`src/rtl/alu_operand_entry.sv`:
```
// alu_operand_entry: operand-entry front end for the 4-bit ALU.
// Two raw pushbuttons (ENTER, CLEAR) are synchronized and debounced into
// single-cycle rising-edge pulses. An FSM steps through A, B and opcode
// capture from the switch nibble. It offers the operands to the ALU under a
// valid/ready handshake and holds the returned result for the display.
// Optional feature macro: ALU_ENTRY_CHAIN_EN. When it is defined, ENTER in
// SHOW loads the held result into A and resumes at B entry.

module alu_entry_debounce #(
    parameter int CYCLES = 2
) (
    input  logic clk,
    input  logic rst,
    input  logic raw,
    output logic rise
);
    localparam int CW = (CYCLES > 2) ? $clog2(CYCLES) : 1;

    logic [1:0]    sync;
    logic          level;
    logic [CW-1:0] cnt;

    // Synchronize the button, then accept a new level only after it has
    // differed from the accepted level for CYCLES consecutive samples.
    // The rise pulse is registered when the level flips 0 -> 1.
    always_ff @(posedge clk) begin
        if (rst) begin
            sync  <= 2'b00;
            level <= 1'b0;
            cnt   <= '0;
            rise  <= 1'b0;
        end else begin
            sync <= {sync[0], raw};
            rise <= 1'b0;
            if (sync[1] == level) begin
                cnt <= '0;
            end else if (cnt == CW'(CYCLES - 1)) begin
                level <= ~level;
                cnt   <= '0;
                rise  <= ~level;
            end else begin
                cnt <= cnt + CW'(1);
            end
        end
    end
endmodule

module alu_operand_entry #(
    parameter int DEBOUNCE_CYCLES = 1_000_000
) (
    input  logic       CLK100MHZ,
    input  logic       CPU_RESET,
    input  logic       btn_enter,
    input  logic       btn_clear,
    input  logic [3:0] sw_data,
    output logic [3:0] a,
    output logic [3:0] b,
    output logic       M,
    output logic [1:0] alu_op,
    output logic       op_valid,
    input  logic       op_ready,
    input  logic [3:0] alu_result,
    output logic [3:0] result_q,
    output logic [2:0] stage,
    output logic       result_valid
);
    typedef enum logic [2:0] {
        GET_A  = 3'd0,
        GET_B  = 3'd1,
        GET_OP = 3'd2,
        EXEC   = 3'd3,
        SHOW   = 3'd4
    } state_t;

    state_t state, state_n;

    // Button index 0 = ENTER, 1 = CLEAR; both share one debouncer design.
    logic [1:0] btn_raw;
    logic [1:0] btn_p;
    logic       enter_p;
    logic       clear_p;

    assign btn_raw = {btn_clear, btn_enter};
    assign enter_p = btn_p[0];
    assign clear_p = btn_p[1];

    for (genvar i = 0; i < 2; i++) begin : g_btn
        alu_entry_debounce #(
            .CYCLES(DEBOUNCE_CYCLES)
        ) u_db (
            .clk  (CLK100MHZ),
            .rst  (CPU_RESET),
            .raw  (btn_raw[i]),
            .rise (btn_p[i])
        );
    end

    logic load_a;
    logic load_b;
    logic load_op;
    logic cap_res;
    logic drop_res;
    logic chain_a;
    logic clr;

    // Next-state and register-load strobes. Clear outranks everything, so a
    // coincident ENTER is discarded. ENTER has no effect in EXEC, which keeps
    // the operands frozen while the request is outstanding.
    always_comb begin
        state_n  = state;
        load_a   = 1'b0;
        load_b   = 1'b0;
        load_op  = 1'b0;
        cap_res  = 1'b0;
        drop_res = 1'b0;
        chain_a  = 1'b0;
        clr      = 1'b0;
        if (clear_p) begin
            clr     = 1'b1;
            state_n = GET_A;
        end else begin
            case (state)
                GET_A: if (enter_p) begin
                    load_a  = 1'b1;
                    state_n = GET_B;
                end
                GET_B: if (enter_p) begin
                    load_b  = 1'b1;
                    state_n = GET_OP;
                end
                GET_OP: if (enter_p) begin
                    load_op = 1'b1;
                    state_n = EXEC;
                end
                EXEC: if (op_ready) begin
                    cap_res = 1'b1;
                    state_n = SHOW;
                end
                SHOW: if (enter_p) begin
                    drop_res = 1'b1;
`ifdef ALU_ENTRY_CHAIN_EN
                    chain_a  = 1'b1;
                    state_n  = GET_B;
`else
                    state_n  = GET_A;
`endif
                end
                default: state_n = GET_A;
            endcase
        end
    end

    // State and datapath registers, all cleared by reset or a CLEAR pulse.
    always_ff @(posedge CLK100MHZ) begin
        if (CPU_RESET) begin
            state        <= GET_A;
            a            <= 4'h0;
            b            <= 4'h0;
            M            <= 1'b0;
            alu_op       <= 2'b00;
            result_q     <= 4'h0;
            result_valid <= 1'b0;
        end else begin
            state <= state_n;
            if (clr) begin
                a            <= 4'h0;
                b            <= 4'h0;
                M            <= 1'b0;
                alu_op       <= 2'b00;
                result_q     <= 4'h0;
                result_valid <= 1'b0;
            end else begin
                if (load_a)  a <= sw_data;
                if (chain_a) a <= result_q;
                if (load_b)  b <= sw_data;
                if (load_op) begin
                    M      <= sw_data[2];
                    alu_op <= sw_data[1:0];
                end
                if (cap_res) begin
                    result_q     <= alu_result;
                    result_valid <= 1'b1;
                end
                if (drop_res) result_valid <= 1'b0;
            end
        end
    end

    // Request is outstanding exactly while in EXEC.
    assign op_valid = (state == EXEC);

    // One-hot stage indicator for the display.
    always_comb begin
        stage = 3'b000;
        case (state)
            GET_A:   stage = 3'b001;
            GET_B:   stage = 3'b010;
            GET_OP:  stage = 3'b100;
            default: stage = 3'b000;
        endcase
    end
endmodule

```
`config.mk`:
```
export PLATFORM = sky130hd
export DESIGN_NAME = alu_operand_entry
export DESIGN_NICKNAME = d
export VERILOG_FILES = /design/src/rtl/alu_operand_entry.sv
export SDC_FILE = /design/constraint.sdc
export NUM_CORES = 1
export LEC_CHECK = 0
export CORE_UTILIZATION = 55
export CTS_BUF_LIST = sky130_fd_sc_hd__clkbuf_4 sky130_fd_sc_hd__clkbuf_8
export DETAILED_ROUTE_END_ITERATION = 8
export PLACE_DENSITY = 0.81
export RECOVER_POWER = 100
export REMOVE_ABC_BUFFERS = 1
export SLEW_MARGIN = 20
export SYNTH_ARGS = -nofsm -noshare
export SYNTH_HDL_FRONTEND = slang
export SYNTH_SLANG_ARGS = --single-unit
```
`constraint.sdc`:
```
create_clock -name CLK100MHZ -period 2.8 [get_ports CLK100MHZ]
set_input_delay 0.56 -clock CLK100MHZ [delete_from_list [all_inputs] [get_ports CLK100MHZ]]
set_output_delay 0.56 -clock CLK100MHZ [all_outputs]
set_load 0.02 [all_outputs]
```
==> results of run 1 <==
cell usage in the layout, fill, tap and decap left out, types with 11 or more instances in the layout:
cell             instances
a21oi_1                 26
xor2_1                  13
nor2_1                  30
clkdlybuf4s50_1         13
dlygate4sd3_1           19
dfxtp_1                 67
or4_1                   11
nand2_1                 22
xnor2_1                 11
nand3_1                 24
metrics by stage:
step / power [mW] / util, % / worst slack, ps / instance area, um^2 / hold WS (ps)
finish: 1.78 / 67.4 / 187 / 3420 / 445
global route: 1.84 / 67.4 / 37.1 / 3420 / 466
CTS: 1.80 / 67.8 / 165 / 3440 / 454
detailed placement: 1.02 / 63.9 / 526 / 3240 / 440
global placement: 1.02 / 63.9 / 631 / 3240 / 425
floorplan: 0.992 / - / 777 / 2820 / 414
routing by layer:
metal | track usage (%) | share of wire (%) | vias to the layer above
li1 | - | - | 1214
met1 | 27.0 | 47 | 1105
met2 | 36.5 | 46 | 64
met5 | 0 | 0 | -
met3 | 5.69 | 5.4 | 9
met4 | 11.7 | 2.0 | 0
state kept, by name, indices dropped and copies added (netlist names):
name,flops
result_q,4
g_btn.u_db.cnt,40
alu_op,2
g_btn.u_db.level,2
state,3
g_btn.u_db.rise,2
a,4
result_valid,1
g_btn.u_db.sync,4
M,1
b,4
worst max-delay path, cell delays in order (launching register included):
cell and delay, ps:
dfxtp_1 430, nor2b_1 450, and2_1 230, clkdlybuf4s50_1 610
area by class of cell:
type / count / area (um^2) / area share, %
Sequential cell: 67 / 1340 / 39.2
Timing Repair Buffer: 34 / 332 / 9.70
Multi-Input combinational cell: 237 / 1440 / 42.0
Clock buffer: 11 / 145 / 4.24
Tap cell: 70 / 87.6 / 2.56
Inverter: 7 / 26.3 / 0.768
Clock inverter: 5 / 52.6 / 1.54
report_power, final:
group          internal, mW  switching, mW  total (mW)
Clock                 0.441          0.349       0.790
Combinational        0.0185         0.0175      0.0361
Sequential            0.956        0.00227       0.958
kinds of logic (layout without fill, tap and decap cells):
| group | count (synthesis) | in the layout | synth area share (%) |
|---|---|---|---|
| and+or+nand+nor | 158 | 158 | 30.2 |
| xor gates and xnor gates | 24 | 24 | 7.28 |
| adders and majority gates | 2 | 2 | 0.866 |
| muxes | 8 | 8 | 2.77 |
| buffers and inverters | 21 | 57 | 3.34 |
| DFF | 67 | 67 | 46.4 |
| AOI/OAI and AO/OA | 45 | 45 | 9.10 |
path summary, 6_finish.rpt:
path	startpoint	end	slack (ps)	depth (start not counted)
worst max register to register	g_btn[0].u_db.cnt[12]	g_btn[0].u_db.cnt[5]	360	4
worst min register to register	g_btn[0].u_db.sync[0]	g_btn[0].u_db.sync[1]	450	1
worst max-delay path	state[0]	op_valid	190	3
worst min-delay path	g_btn[0].u_db.sync[0]	g_btn[0].u_db.sync[1]	450	1
==> reports/metrics.yaml, run 1 <==
detailed_routing:
  avgRoutedWirePerCell_um: 12.9
  drt_iter0_drc: 106
  detail-route-antenna-nets: 0
  drc: 0
  viasPerCell: 5.55
  vias: 2392
  detailedRoute.firstPassIterationCount: 4
  wl_mm: 5.55
synthesis:
  synthCells: 325
  synthTopCellsByArea: "dfxtp_1 (46%), a21oi_1 (4.5%), nand3_1 (4.2%)"
  yosys-top-cells-count: "dfxtp_1 (67), nor2_1 (30), a21oi_1 (26)"
  post-synth-top-area-fraction_pct: 46.4
  seq_area_frac_synth_pct: 46.4
  synth_edf_count: 0
  synth_area_per_cell_um2: 8.89
  yosysTopAreaCell: "dfxtp_1"
  yosys_register_bits: 67
  yosys_warnings: 0
  syn_area_um2: 2890
  synth_cell_type_count: 39
  ys.flop_type: "dfxtp_1"
  synth.most_common_cell: "dfxtp_1"
  async_flop_share_pct: 0
critical_path:
  critPathMaxFanout: 8
  cp-start-kind: "flip-flop"
  worstSetupEndpointType: "output pin"
  critical_path_required_ps: 2240
  critPathKind: "reg -> out"
  cp.arrival_ps: 2050
global_routing:
  grt_pass1_vias: 2231
  grt.total_usage_pct: 22.3
  grt_max_degree: 21
  antenna_found_initial: 0
  overflow: 0
  grt_pass1_wl_mm: 9.45
clocking:
  root_buffer: "clkbuf_8"
  clock_sinks: 67
  post_cts_resized: 0
  cts_buffers: 9
  cts_max_level: 3
  clock_path_buffers: 2
  clkTransAtPathRegs_ps: 70
  clk_latency_ps: 340
  postCtsHoldBufs: 0
  post_cts_buffers: 0
  cts_tree: "done"
die:
  num_io_pins: 33
  die-area_um2: 5540
  die_x_um: 74.5
  rows: 26
  coreArea_um2: 5070
  initial_core_util_pct: 56.9
  die-height_um: 74.5
sta:
  fmax_ghz: 0.383
  slew_headroom_pct: 33.6
  final-setup-viol-count: 0
  rsz0062_at_grt: "no"
  layout_min_cycle_time_ps: 2610
  hold_violations: 0
  finalSetupTns_ps: 0
  min_period_over_period_pct: 93.3
  worst_pin_slew_ps: 996
  maxSlewViolCount: 0
  fin_skew_ps: 8.89
placed_design:
  port_buffers: 32
  dp_hpwl_mm: 3.84
  dp_cells: 415
  place_congestion: 0.876
layout:
  final_nets: 371
  area_delta_synth_final_pct: 18.4
  fillerInstances: 434
  stdcell_count: 431
  drive_gt1_share_pct: 8.86
  antenna_cells: 0
worst_hold_path:
  hp-class: "reg -> reg"
power_and_ir_drop:
  vdd_drop_max_v: 0.000340
  p_leak_nw: 1.15
  power.density_nw_per_um2: 522
flow_run:
  drv_cap: 0
outcome:
  outcome: "finished clean"
(Power assumes the default switching activity.)
==> run 2, diff against run 1 <==
--- a/config.mk
+++ b/config.mk
@@ -5,10 +5,10 @@
 export SDC_FILE = /design/constraint.sdc
 export NUM_CORES = 1
 export LEC_CHECK = 0
-export CORE_UTILIZATION = 55
+export CORE_UTILIZATION = 40
 export CTS_BUF_LIST = sky130_fd_sc_hd__clkbuf_4 sky130_fd_sc_hd__clkbuf_8
 export DETAILED_ROUTE_END_ITERATION = 8
-export PLACE_DENSITY = 0.81
+export PLACE_DENSITY = 0.63
 export RECOVER_POWER = 100
 export REMOVE_ABC_BUFFERS = 1
 export SLEW_MARGIN = 20
==> reports/metrics.yaml, run 2 (same netlist as run 1, synthesis figures left out) <==
outcome:
  outcome: "finished clean"  # unchanged
sta:
  min_period_over_period_pct: 88.1  # was 93.3%
  layout_min_cycle_time_ps: 2470  # was 2610 ps
  rsz0062_at_grt: "no"  # unchanged
  hold_violations: 0  # unchanged
  fmax_ghz: 0.405  # was 0.383 GHz
  finalSetupTns_ps: 0  # unchanged
  whs_ps: 431  # was 445 ps
  final-setup-viol-count: 0  # unchanged
  layout_setup_ws_ps: 332  # was 187 ps
  worst_pin_slew_ps: 1080  # was 996 ps
  maxSlewViolCount: 0  # unchanged
  slew_headroom_pct: 28.2  # was 33.6%
  fin_skew_ps: 11.6  # was 8.89 ps
power_and_ir_drop:
  vdd_drop_max_v: 0.000269  # was 0.000340 V
  power.switching_uw: 380  # was 369 uW
  p_comb_share_pct: 2.0  # about the same
  pwr-share-seq_pct: 53.4  # was 53.7%
  power.density_nw_per_um2: 518  # was 522 nW/um^2
  power.internal_mw: 1.42  # about the same
  clockPowerShare_pct: 44.6  # was 44.3%
  sw_frac_of_total_pct: 21.2  # was 20.7%
  p_leak_nw: 1.17  # was 1.15 nW
critical_path:
  worstSetupEndpointType: "output pin"  # unchanged
  critPathMaxFanout: 8  # unchanged
  worst-r2r-cell-count: 4  # unchanged
  critical_path_required_ps: 2240  # about the same
  critPathKind: "reg -> out"  # unchanged
  cp-start-kind: "flip-flop"  # unchanged
  cp.arrival_ps: 1910  # was 2050 ps
die:
  die-area_um2: 7560  # was 5540 um^2
  initial_core_util_pct: 42.0  # was 56.9%
  num_io_pins: 33  # unchanged
  rows: 30  # was 26
  die-height_um: 87.0  # was 74.5 um
  die_x_um: 87.0  # was 74.5 um
  coreArea_um2: 6870  # was 5070 um^2
clocking:
  clock_sinks: 67  # unchanged
  postCtsHoldBufs: 0  # unchanged
  cts_max_level: 3  # unchanged
  clock_path_buffers: 2  # unchanged
  cts_buffers: 9  # unchanged
  post_cts_resized: 0  # unchanged
  root_buffer: "clkbuf_8"  # unchanged
  clk_latency_ps: 340  # about the same
  clkTransAtPathRegs_ps: 70  # about the same
  cts_tree: "done"  # unchanged
  post_cts_buffers: 0  # unchanged
flow_run:
  drv_cap: 0  # unchanged
worst_hold_path:
  worst_hold_path.num_cells: 1  # unchanged
  hp-class: "reg -> reg"  # unchanged
placed_design:
  dpl_cell_area_um2: 3300  # was 3240 um^2
  dp_slack_ps: 606  # was 526 ps
  port_buffers: 32  # unchanged
  place_congestion: 0.780  # was 0.876
  dp_hpwl_mm: 3.80  # was 3.84 mm
global_routing:
  grt_pass1_vias: 2151  # was 2231
  grt_max_degree: 20  # was 21
  overflow: 0  # unchanged
  grt.total_usage_pct: 15.9  # was 22.3%
  grt_pass1_wl_mm: 9.40  # was 9.45 mm
  antenna_found_initial: 0  # unchanged
layout:
  final_core_util_pct: 50.5  # was 67.4%
  fin_area_um2: 3470  # was 3420 um^2
  drive_gt1_share_pct: 9.07  # was 8.86%
  antenna_cells: 0  # unchanged
  layout_common_cells: "dfxtp_1 (67), nor2_1 (30), a21oi_1 (26), nand3_1 (25), nand2_1 (22)"  # was dfxtp_1 (67), nor2_1 (30), a21oi_1 (26), nand3_1 (24), nand2_1 (22)
  regMostFlops: "g_btn.u_db.cnt"  # unchanged
  largest_register_ffs: 40  # unchanged
  final_common_cell: "dfxtp_1"  # unchanged
  final_nets: 374  # was 371
  area_delta_synth_final_pct: 20.0  # was 18.4%
detailed_routing:
  avgRoutedWirePerCell_um: 11.9  # was 12.9 um
  drc: 0  # unchanged
  detail-route-antenna-nets: 0  # unchanged
  wl_mm: 5.48  # was 5.55 mm
  detailedRoute.firstPassIterationCount: 4  # unchanged
  viasPerCell: 5.10  # was 5.55
  vias: 2344  # was 2392
  drt_iter0_drc: 93  # was 106
-- run 2: cell types whose count changed in the layout (fill, tap and decap cells not counted), sizes merged --
| cell | previous run | this run |
|---|---|---|
| clkbuf | 12 | 13 |
| buf | 1 | 3 |
| clkdlybuf4s50 | 13 | 11 |
| dlygate4sd3 | 19 | 21 |
-- run 2: layout make-up --
cell class,count,area [um^2]
fillers,657,3400
multi-input cells,237,1430
flip-flops and latches,67,1340
repair buffers,37,350
clock buffers,11,145
well taps,96,120
clock inverters,5,52.6
inverters,7,26.3
-- run 2: power by group through the flow --
stage | logic, mW | registers, mW | clock network [mW]
2_1_floorplan | 0.0121 | 0.980 | 0
3_3_place_gp | 0.0379 | 0.980 | 0
3_5_place_dp | 0.0383 | 0.980 | 0
4_1_cts | 0.0388 | 0.958 | 0.827
5_1_grt | 0.0397 | 0.958 | 0.874
6_report | 0.0365 | 0.958 | 0.801
-- run 2: worst paths after layout --
| check | from | to | slack, ps |
|---|---|---|---|
| worst max-delay path | state[0] | op_valid | 330 |
| worst min-delay path | g_btn[0].u_db.sync[0] | g_btn[0].u_db.sync[1] | 430 |
| worst max register to register | g_btn[0].u_db.cnt[12] | g_btn[0].u_db.cnt[2] | 340 |
| worst min register to register | g_btn[0].u_db.sync[0] | g_btn[0].u_db.sync[1] | 430 |
-- run 2: worst max-delay path: stages (launching register included) --
cell	delay, ps
dfxtp_1	440
nor2b_1	160
buf_4	150
and2_1	150
dlygate4sd3_1	670
-- run 2: metal layers --
| layer | track usage [%] | vias to the layer above | wire, um |
|---|---|---|---|
| met1 | 20.0 | 1084 | 2740 |
| li1 | - | 1215 | - |
| met5 | 0 | - | 0 |
| met4 | 8.64 | 0 | 94 |
| met3 | 3.41 | 9 | 164 |
| met2 | 25.3 | 36 | 2480 |
-- run 2: per-stage QoR --
step | power, mW | cells
finish | 1.80 | 460
global route | 1.87 | 460
CTS | 1.82 | 460
detailed placement | 1.02 | 444
global placement | 1.02 | 444
floorplan | 0.992 | 311
